===== src/rtl/elevator_pkg.sv =====
// ----------------------------------------------------------------------------
// elevator_pkg
// Definitions shared by the request encoder and the management stage that
// reads its output.
//   CODE_IDLE / CODE_EMERG : reserved codes on the request bus
//   NUM_FLOORS             : number of floor buttons (floors 1..NUM_FLOORS)
//   floor_code_t           : 4-bit code, floor i is encoded as i
//   mode_t                 : encoder operating mode (normal / emergency)
//   lowest_floor_code()    : code of the lowest-numbered set bit in a mask
//   code_to_mask()         : one-hot floor mask for a floor code
// ----------------------------------------------------------------------------
package elevator_pkg;

  localparam int unsigned NUM_FLOORS = 9;

  typedef logic [3:0] floor_code_t;

  localparam floor_code_t CODE_IDLE  = 4'b0000;
  localparam floor_code_t CODE_EMERG = 4'b1011;

  typedef enum logic {
    MODE_NORMAL,
    MODE_EMERG
  } mode_t;

  // Bit i of the mask stands for floor i+1. Returns CODE_IDLE for an empty mask.
  function automatic floor_code_t lowest_floor_code(input logic [NUM_FLOORS-1:0] mask);
    floor_code_t code;
    code = CODE_IDLE;
    // Scan downwards so the lowest set bit is the last one written.
    for (int i = NUM_FLOORS - 1; i >= 0; i--) begin
      if (mask[i]) code = floor_code_t'(i + 1);
    end
    return code;
  endfunction

  // Codes outside 1..NUM_FLOORS map to an empty mask.
  function automatic logic [NUM_FLOORS-1:0] code_to_mask(input floor_code_t code);
    logic [NUM_FLOORS-1:0] mask;
    mask = '0;
    for (int i = 0; i < NUM_FLOORS; i++) begin
      if (code == floor_code_t'(i + 1)) mask[i] = 1'b1;
    end
    return mask;
  endfunction

endpackage


===== src/rtl/request_encoder_if.sv =====
// ----------------------------------------------------------------------------
// request_encoder_if
// Button inputs and request-bus handshake of the request encoder.
//   BTN        : raw floor buttons, bit i-1 = floor i, high = pressed
//   EMERG      : raw emergency button, high = pressed
//   REQ_ACK    : consumer pop strobe
//   BCD_input  : code of the request at the head of the queue
//   REQ_VALID  : BCD_input carries a non-idle code
//   QUEUE_FULL : request queue holds its maximum number of entries
// Modports: master = the encoder, slave = buttons plus consuming stage.
// ----------------------------------------------------------------------------
interface request_encoder_if;
  import elevator_pkg::*;

  logic [NUM_FLOORS-1:0] BTN;
  logic                  EMERG;
  logic                  REQ_ACK;
  floor_code_t           BCD_input;
  logic                  REQ_VALID;
  logic                  QUEUE_FULL;

  modport master (
    input  BTN, EMERG, REQ_ACK,
    output BCD_input, REQ_VALID, QUEUE_FULL
  );

  modport slave (
    output BTN, EMERG, REQ_ACK,
    input  BCD_input, REQ_VALID, QUEUE_FULL
  );
endinterface


===== src/rtl/button_debouncer.sv =====
// ----------------------------------------------------------------------------
// button_debouncer
// Two-flop synchroniser followed by a stability counter. The debounced level
// flips only after DEBOUNCE_CYCLES consecutive synchronised samples that
// differ from it; a sample equal to the current level restarts the count.
// rise_o is a one-cycle registered pulse in the cycle after a 0->1 acceptance.
//   CLK    : clock, rising edge
//   RST    : synchronous active-high reset
//   btn_i  : asynchronous raw button level
//   rise_o : one-cycle pulse per accepted press
// ----------------------------------------------------------------------------
module button_debouncer #(
  parameter int unsigned DEBOUNCE_CYCLES = 4
) (
  input  logic CLK,
  input  logic RST,
  input  logic btn_i,
  output logic rise_o
);

  localparam int unsigned CNT_W = $clog2(DEBOUNCE_CYCLES + 1);

  logic             sync1_q, sync2_q;
  logic             level_q, level_d;
  logic             rise_q, rise_d;
  logic [CNT_W-1:0] cnt_q, cnt_d;

  // NOTE: every signal written here gets a default first, so no path leaves
  // it unassigned and no latch is inferred.
  always_comb begin
    level_d = level_q;
    rise_d  = 1'b0;
    cnt_d   = '0;
    if (sync2_q != level_q) begin
      if (cnt_q == CNT_W'(DEBOUNCE_CYCLES - 1)) begin
        level_d = sync2_q;
        rise_d  = sync2_q;
      end else begin
        cnt_d = cnt_q + CNT_W'(1);
      end
    end
  end

  // NOTE: state is updated with non-blocking assignments so every flop samples
  // values from before the edge, which makes the two-flop chain a real chain.
  always_ff @(posedge CLK) begin
    if (RST) begin
      sync1_q <= 1'b0;
      sync2_q <= 1'b0;
      level_q <= 1'b0;
      rise_q  <= 1'b0;
      cnt_q   <= '0;
    end else begin
      sync1_q <= btn_i;
      sync2_q <= sync1_q;
      level_q <= level_d;
      rise_q  <= rise_d;
      cnt_q   <= cnt_d;
    end
  end

  assign rise_o = rise_q;

endmodule


===== src/rtl/request_encoder.sv =====
// ----------------------------------------------------------------------------
// request_encoder
// Turns debounced floor presses into a queue of floor codes for the
// management stage. A press marks the floor pending; each cycle the lowest
// pending floor moves into the FIFO if there is room. A floor already pending
// or queued ignores further presses. An emergency press flushes everything
// and presents CODE_EMERG until acknowledged.
//   CLK : clock, rising edge
//   RST : synchronous active-high reset
//   bus : request_encoder_if.master (buttons, ACK, code/valid/full outputs)
// ----------------------------------------------------------------------------
module request_encoder
  import elevator_pkg::*;
#(
  parameter int unsigned DEBOUNCE_CYCLES = 4,
  parameter int unsigned QUEUE_DEPTH     = 4   // power of two, >= 2
) (
  input logic               CLK,
  input logic               RST,
  request_encoder_if.master bus
);

  localparam int unsigned PTR_W = $clog2(QUEUE_DEPTH);
  localparam int unsigned CNT_W = PTR_W + 1;

  logic [NUM_FLOORS-1:0] btn_rise;
  logic                  emerg_rise;

  mode_t                 mode_q, mode_d;
  logic [NUM_FLOORS-1:0] pending_q, pending_d;
  logic [NUM_FLOORS-1:0] queued_q, queued_d;
  logic [PTR_W-1:0]      wr_ptr_q, wr_ptr_d;
  logic [PTR_W-1:0]      rd_ptr_q, rd_ptr_d;
  logic [CNT_W-1:0]      count_q, count_d;
  floor_code_t           fifo_mem [QUEUE_DEPTH];

  logic [NUM_FLOORS-1:0] candidates;
  logic [NUM_FLOORS-1:0] grant_mask;
  logic [NUM_FLOORS-1:0] pop_mask;
  floor_code_t           push_code;
  floor_code_t           head_code;
  logic                  do_push, do_pop;
  logic                  fifo_empty, fifo_full;

  for (genvar i = 0; i < NUM_FLOORS; i++) begin : g_floor
    button_debouncer #(.DEBOUNCE_CYCLES(DEBOUNCE_CYCLES)) u_deb (
      .CLK    (CLK),
      .RST    (RST),
      .btn_i  (bus.BTN[i]),
      .rise_o (btn_rise[i])
    );
  end

  button_debouncer #(.DEBOUNCE_CYCLES(DEBOUNCE_CYCLES)) u_deb_emerg (
    .CLK    (CLK),
    .RST    (RST),
    .btn_i  (bus.EMERG),
    .rise_o (emerg_rise)
  );

  assign fifo_empty = (count_q == '0);
  assign fifo_full  = (count_q == CNT_W'(QUEUE_DEPTH));
  assign head_code  = fifo_mem[rd_ptr_q];

  always_comb begin
    mode_d     = mode_q;
    pending_d  = pending_q;
    queued_d   = queued_q;
    wr_ptr_d   = wr_ptr_q;
    rd_ptr_d   = rd_ptr_q;
    count_d    = count_q;
    candidates = '0;
    grant_mask = '0;
    pop_mask   = '0;
    push_code  = CODE_IDLE;
    do_push    = 1'b0;
    do_pop     = 1'b0;

    if (emerg_rise) begin
      // Emergency beats any coincident press or ACK: flush and latch.
      mode_d    = MODE_EMERG;
      pending_d = '0;
      queued_d  = '0;
      wr_ptr_d  = '0;
      rd_ptr_d  = '0;
      count_d   = '0;
    end else if (mode_q == MODE_EMERG) begin
      // Queue is empty and presses are dropped while latched.
      if (bus.REQ_ACK) mode_d = MODE_NORMAL;
    end else begin
      // New presses join the pending set in the same cycle they are accepted,
      // so a press can be granted without first landing in pending_q.
      candidates = pending_q | (btn_rise & ~queued_q);
      do_pop     = bus.REQ_ACK && !fifo_empty;
      if (!fifo_full && (candidates != '0)) begin
        do_push   = 1'b1;
        push_code = lowest_floor_code(candidates);
      end
      grant_mask = code_to_mask(push_code);
      if (do_pop) pop_mask = code_to_mask(head_code);

      pending_d = candidates & ~grant_mask;
      queued_d  = (queued_q & ~pop_mask) | grant_mask;
      if (do_push) wr_ptr_d = wr_ptr_q + PTR_W'(1);
      if (do_pop)  rd_ptr_d = rd_ptr_q + PTR_W'(1);
      count_d = count_q + CNT_W'(do_push) - CNT_W'(do_pop);
    end
  end

  always_ff @(posedge CLK) begin
    if (RST) begin
      mode_q    <= MODE_NORMAL;
      pending_q <= '0;
      queued_q  <= '0;
      wr_ptr_q  <= '0;
      rd_ptr_q  <= '0;
      count_q   <= '0;
    end else begin
      mode_q    <= mode_d;
      pending_q <= pending_d;
      queued_q  <= queued_d;
      wr_ptr_q  <= wr_ptr_d;
      rd_ptr_q  <= rd_ptr_d;
      count_q   <= count_d;
    end
  end

  // NOTE: the storage array has no reset; the pointers and count decide which
  // entries are valid, and the output mux never shows an unwritten slot.
  always_ff @(posedge CLK) begin
    if (do_push) fifo_mem[wr_ptr_q] <= push_code;
  end

  assign bus.BCD_input  = (mode_q == MODE_EMERG) ? CODE_EMERG
                        : (fifo_empty ? CODE_IDLE : head_code);
  assign bus.REQ_VALID  = (mode_q == MODE_EMERG) || !fifo_empty;
  assign bus.QUEUE_FULL = fifo_full;

endmodule


===== src/flat_wrapper.sv =====
// flat-port wrapper written by rule: the top's interface ports become plain ports
module request_encoder_flat import elevator_pkg::*;
#(
  parameter int unsigned DEBOUNCE_CYCLES = 4,
  parameter int unsigned QUEUE_DEPTH     = 4                        
)
  (CLK, RST, bus_BTN, bus_EMERG, bus_REQ_ACK, bus_BCD_input, bus_REQ_VALID, bus_QUEUE_FULL);
  request_encoder_if bus_i ();
  input logic CLK;
  input logic RST;
  input wire logic [$bits(bus_i.BTN)-1:0] bus_BTN;
  input wire logic [$bits(bus_i.EMERG)-1:0] bus_EMERG;
  input wire logic [$bits(bus_i.REQ_ACK)-1:0] bus_REQ_ACK;
  output wire logic [$bits(bus_i.BCD_input)-1:0] bus_BCD_input;
  output wire logic [$bits(bus_i.REQ_VALID)-1:0] bus_REQ_VALID;
  output wire logic [$bits(bus_i.QUEUE_FULL)-1:0] bus_QUEUE_FULL;
  assign bus_i.BTN = bus_BTN;
  assign bus_i.EMERG = bus_EMERG;
  assign bus_i.REQ_ACK = bus_REQ_ACK;
  assign bus_BCD_input = bus_i.BCD_input;
  assign bus_REQ_VALID = bus_i.REQ_VALID;
  assign bus_QUEUE_FULL = bus_i.QUEUE_FULL;
  request_encoder #(.DEBOUNCE_CYCLES(DEBOUNCE_CYCLES), .QUEUE_DEPTH(QUEUE_DEPTH)) u_core (.CLK(CLK), .RST(RST), .bus(bus_i));
endmodule

===== config.mk =====
export PLATFORM = sky130hd
export DESIGN_NAME = request_encoder_flat
export DESIGN_NICKNAME = d
export VERILOG_FILES = /design/src/rtl/elevator_pkg.sv /design/src/rtl/request_encoder_if.sv /design/src/rtl/button_debouncer.sv /design/src/rtl/request_encoder.sv /design/src/flat_wrapper.sv
export SDC_FILE = /design/constraint.sdc
export NUM_CORES = 1
export LEC_CHECK = 0
export BUFFER_PORTS_ARGS = -buffer_cell sky130_fd_sc_hd__buf_2
export CELL_PAD_IN_SITES_DETAIL_PLACEMENT = 0
export CELL_PAD_IN_SITES_GLOBAL_PLACEMENT = 2
export CORE_ASPECT_RATIO = 1.2
export CORE_MARGIN = 4
export CORE_UTILIZATION = 43
export CTS_CLUSTER_DIAMETER = 80
export DETAILED_ROUTE_END_ITERATION = 7
export GPL_TIMING_DRIVEN = 0
export MAX_ROUTING_LAYER = met4
export PLACE_DENSITY_LB_ADDON = 0.1
export REMOVE_ABC_BUFFERS = 1
export SETUP_SLACK_MARGIN = 0.1
export SLEW_MARGIN = 20
export SYNTH_ARGS = -nofsm -noshare
export SYNTH_HDL_FRONTEND = slang
export SYNTH_SLANG_ARGS = --single-unit

===== constraint.sdc =====
create_clock -name CLK -period 3.8 [get_ports CLK]
set_input_delay 0.38 -clock CLK [delete_from_list [all_inputs] [get_ports CLK]]
set_output_delay 0.38 -clock CLK [all_outputs]
set_load 0.01 [all_outputs]

==> results.yml <==
grt:
  grt_pass1_vias: 2967
  grt_pass1_wl_um: 13700
  grt_overflow_total: 0
  grt_usage: 0.150
  antenna_found_initial: 0
  grt_max_degree: 54
final_layout:
  synthToLayoutAreaGrowth_pct: 17.1
  diodes: 0
  layout.nets: 503
  drive_above_1_share: 0.127
drt:
  wl_met3_um: 241
  routed-wl-met2_um: 3810
  drc: 0
  via_count: 2975
  routedWlPerCell_um: 13.1
  vias_per_cell: 4.96
  m1WireLength_um: 3680
  drt_iter0_markers: 101
  ant_nets: 0
  dr.pass1.iters: 4
  routed.top_layer: "met4"
  routed_wirelength_um: 7850
yosys:
  synth_top_area_frac: 0.431
  synth.largest_area_cell: "dfxtp_1"
  yosysSeqAreaShare: 0.536
  synthAdderAreaFrac: 0.0758
  synth-xor-area-share: 0.0250
  yosysWarnings: 0
  synth-edff-count: 16
  ys_ff_latch: 114
  synthSimpleGateAreaFrac: 0.214
  yosysUniqueCellTypes: 47
  netlist_instances: 435
  syn_area_um2: 4550
  synthMuxAreaShare: 0.0514
  syn_area_per_cell_um2: 10.5
  synth_async_sr_flop_share: 0
  synth_compound_area_frac: 0.0635
  synth_top_flop_cell: "dfxtp_1"
  synth_top_family_by_area: "simple AND/OR/NAND/NOR gates"
  synth_area_leaders: "dfxtp_1 43%, edfxtp_1 11%, ha_1 7.1%, nor2_1 4.7%, nor2b_1 4.1%"
clocking:
  ctsHoldBuffers: 0
  cts_tree: "done"
  cts_buffers: 17
  h-tree-depth: 4
  cts.clk_slew.worst_paths_ns: 0.05
  clockBufferDepth: 2
  cts_setup_buffers: 0
  clkSinkCount: 114
  clock_tree.root_cell: "clkbuf_16"
  clkLatencyLatePin_ns: 0.40
  postCtsResizedCells: 0
placement:
  hpwl_um: 5410
  gp_congestion: 0.797
  portBuffers: 18
  pre_cts_ws_ns: 0.992
power_and_ir_drop:
  p_leak_nw: 2.14
  p_total_mw: 3.17
  cellPowerDensity_nw_per_um2: 594
  ir_drop_mv: 0.274
sta:
  rsz0062_at_grt: "no"
  layout_min_cycle_time_ns: 2.81
  relSlewSlack: 0.350
  worst_pin_slew_ns: 0.971
  worst_slack_ns: 0.985
  slew_violations: 0
  hold_violations: 0
  finClkSkew_ns: 0.00699
  setup_violations: 0
  fmax_ghz: 0.355
  timing.setup.tns_ns: 0
  period_share: 0.741
floorplan:
  die_x_um: 102
  num_rows: 40
  die_h_um: 121
  coreArea_um2: 10200
  boundaryPins: 19
  start_util: 0.448
  dieArea_um2: 12300
setup_path:
  cp_common_cell: "a21oi_1"
  cp_cell_sequence: "nor2b_1 -> or4_1 -> nor4_2 -> a21oi_1 -> ha_1 -> fa_1 -> xor2_1 -> or3_1 -> a21oi_1"
  slowest_stage: "or4_1"
  arrival_ns: 3.14
  path_class: "flop to flop"
  start_kind: "flop"
  slowest_delay_ns: 0.52
  critPathRequiredTime_ns: 4.13
  end_kind: "flop"
  path_max_fanout: 3
run:
  maxCapViolCount: 0
worst_hold_path:
  worstHoldPathType: "input port to flop"
run_status:
  outcome: "complete, no violations"
[critical path: cells and delay by family (launching register included)]
kind / cells / cell delay, ns
simple gates: 4 / 1.33
fa+ha+maj: 2 / 0.66
flops: 1 / 0.31
compound gates: 2 / 0.29
xor+xnor: 1 / 0.16
[metrics by stage]
step | hold slack, ns | std cells | util | cell area, um^2
after floorplan | 0.399 | 426 | - | 4520
after global placement | 0.406 | 570 | 0.469 | 4770
after detailed placement | 0.413 | 570 | 0.469 | 4770
after CTS | 0.173 | 600 | 0.525 | 5340
after global routing | 0.178 | 600 | 0.525 | 5340
final | 0.184 | 600 | 0.525 | 5340
[state kept, by name (all words and copies together), names as in the netlist, named ones only]
signal / cells
u_core.g_floor.u_deb.cnt_q: 27
u_core.fifo_mem: 16
u_core.g_floor.u_deb.level_q: 9
u_core.g_floor.u_deb.rise_o: 9
u_core.g_floor.u_deb.sync1_q: 9
u_core.g_floor.u_deb.sync2_q: 9
u_core.pending_q: 9
u_core.queued_q: 9
u_core.count_q: 3
u_core.u_deb_emerg.cnt_q: 3
u_core.rd_ptr_q: 2
u_core.wr_ptr_q: 2
u_core.mode_q: 1
u_core.u_deb_emerg.level_q: 1
u_core.u_deb_emerg.rise_o: 1
u_core.u_deb_emerg.sync1_q: 1
u_core.u_deb_emerg.sync2_q: 1
[cell families (layout without fill, tap and decap cells)]
kind of cell,count (synthesis),after routing
xor gates and xnor gates,13,13
muxes,18,18
adders and majority gates,27,27
buffers and inverters,41,80
and+or+nand+nor,173,173
DFF,114,114
AOI/OAI and AO/OA,49,49
[report_power, final]
part / switching (mW) / total (mW) / internal, mW
registers: 0.0425 / 1.31 / 1.26
clock network: 0.493 / 1.49 / 0.993
logic: 0.211 / 0.378 / 0.167
total: 0.746 / 3.17 / 2.42
[cells in the final DEF (no fill, tap or decap), types with 2 or more instances in the layout]
master,n
inv_1,32
dfxtp_1,98
nor4_1,3
nor2_1,57
or2_2,3
a211oi_1,3
clkinv_2,4
o211a_1,2
ha_1,26
nor4_2,2
clkbuf_1,3
mux4_2,3
xnor2_1,11
nor3_1,4
clkbuf_16,18
and2_1,5
xor2_1,2
nand3_1,2
a21oi_1,21
or3_1,12
o21ai_1,4
a31o_2,2
nor4bb_1,10
mux2i_1,14
nand2b_1,10
o21ai_0,11
clkbuf_8,4
nand2_1,19
buf_2,18
nor2b_1,30
or4_1,4
edfxtp_1,16
nor3b_1,2
[layout make-up]
cell class                 count  area, um^2
multi-input combinational    280        1960
clock buffer                  25         517
fill                         934        4820
inverter                      32         120
tap                          126         158
clock inverter                 5        50.0
sequential                   114        2440
timing repair buffer          18        90.1
[synthesized netlist by cell type, types with 2 or more instances]
| cell | instances |
|---|---|
| nor4_1 | 3 |
| edfxtp_1 | 16 |
| a31o_2 | 2 |
| inv_1 | 32 |
| o21ai_1 | 4 |
| a21oi_1 | 21 |
| clkbuf_1 | 9 |
| nor3_1 | 4 |
| nand2b_1 | 10 |
| and2_1 | 5 |
| ha_1 | 26 |
| nor4bb_1 | 10 |
| or4_1 | 4 |
| o211a_1 | 2 |
| nand3_1 | 2 |
| mux4_2 | 3 |
| nor3b_1 | 2 |
| nand2_1 | 19 |
| or3_1 | 12 |
| xor2_1 | 2 |
| or2_2 | 3 |
| nor4_2 | 2 |
| o21ai_0 | 11 |
| dfxtp_1 | 98 |
| nor2_1 | 57 |
| nor2b_1 | 30 |
| a211oi_1 | 3 |
| xnor2_1 | 11 |
| mux2i_1 | 14 |
[routing by layer]
metal | vias up | GRT usage
met4 | 0 | 0.0747
li1 | 1550 | -
met5 | - | -
met2 | 50 | 0.243
met3 | 9 | 0.0433
met1 | 1366 | 0.170
[path summary, 6_finish.rpt]
kind                                      endpoint                             start  depth (start not counted)  slack, ns
setup / recovery                 u_core.count_q[2]    u_core.g_floor[3].u_deb.rise_o                          9       0.99
hold / removal          u_core.u_deb_emerg.sync1_q                         bus_EMERG                          2       0.18
setup reg to reg                 u_core.count_q[2]    u_core.g_floor[3].u_deb.rise_o                          9       0.99
hold reg to reg   u_core.g_floor[5].u_deb.cnt_q[0]  u_core.g_floor[5].u_deb.cnt_q[0]                          1       0.41
(Power assumes the default switching activity.)
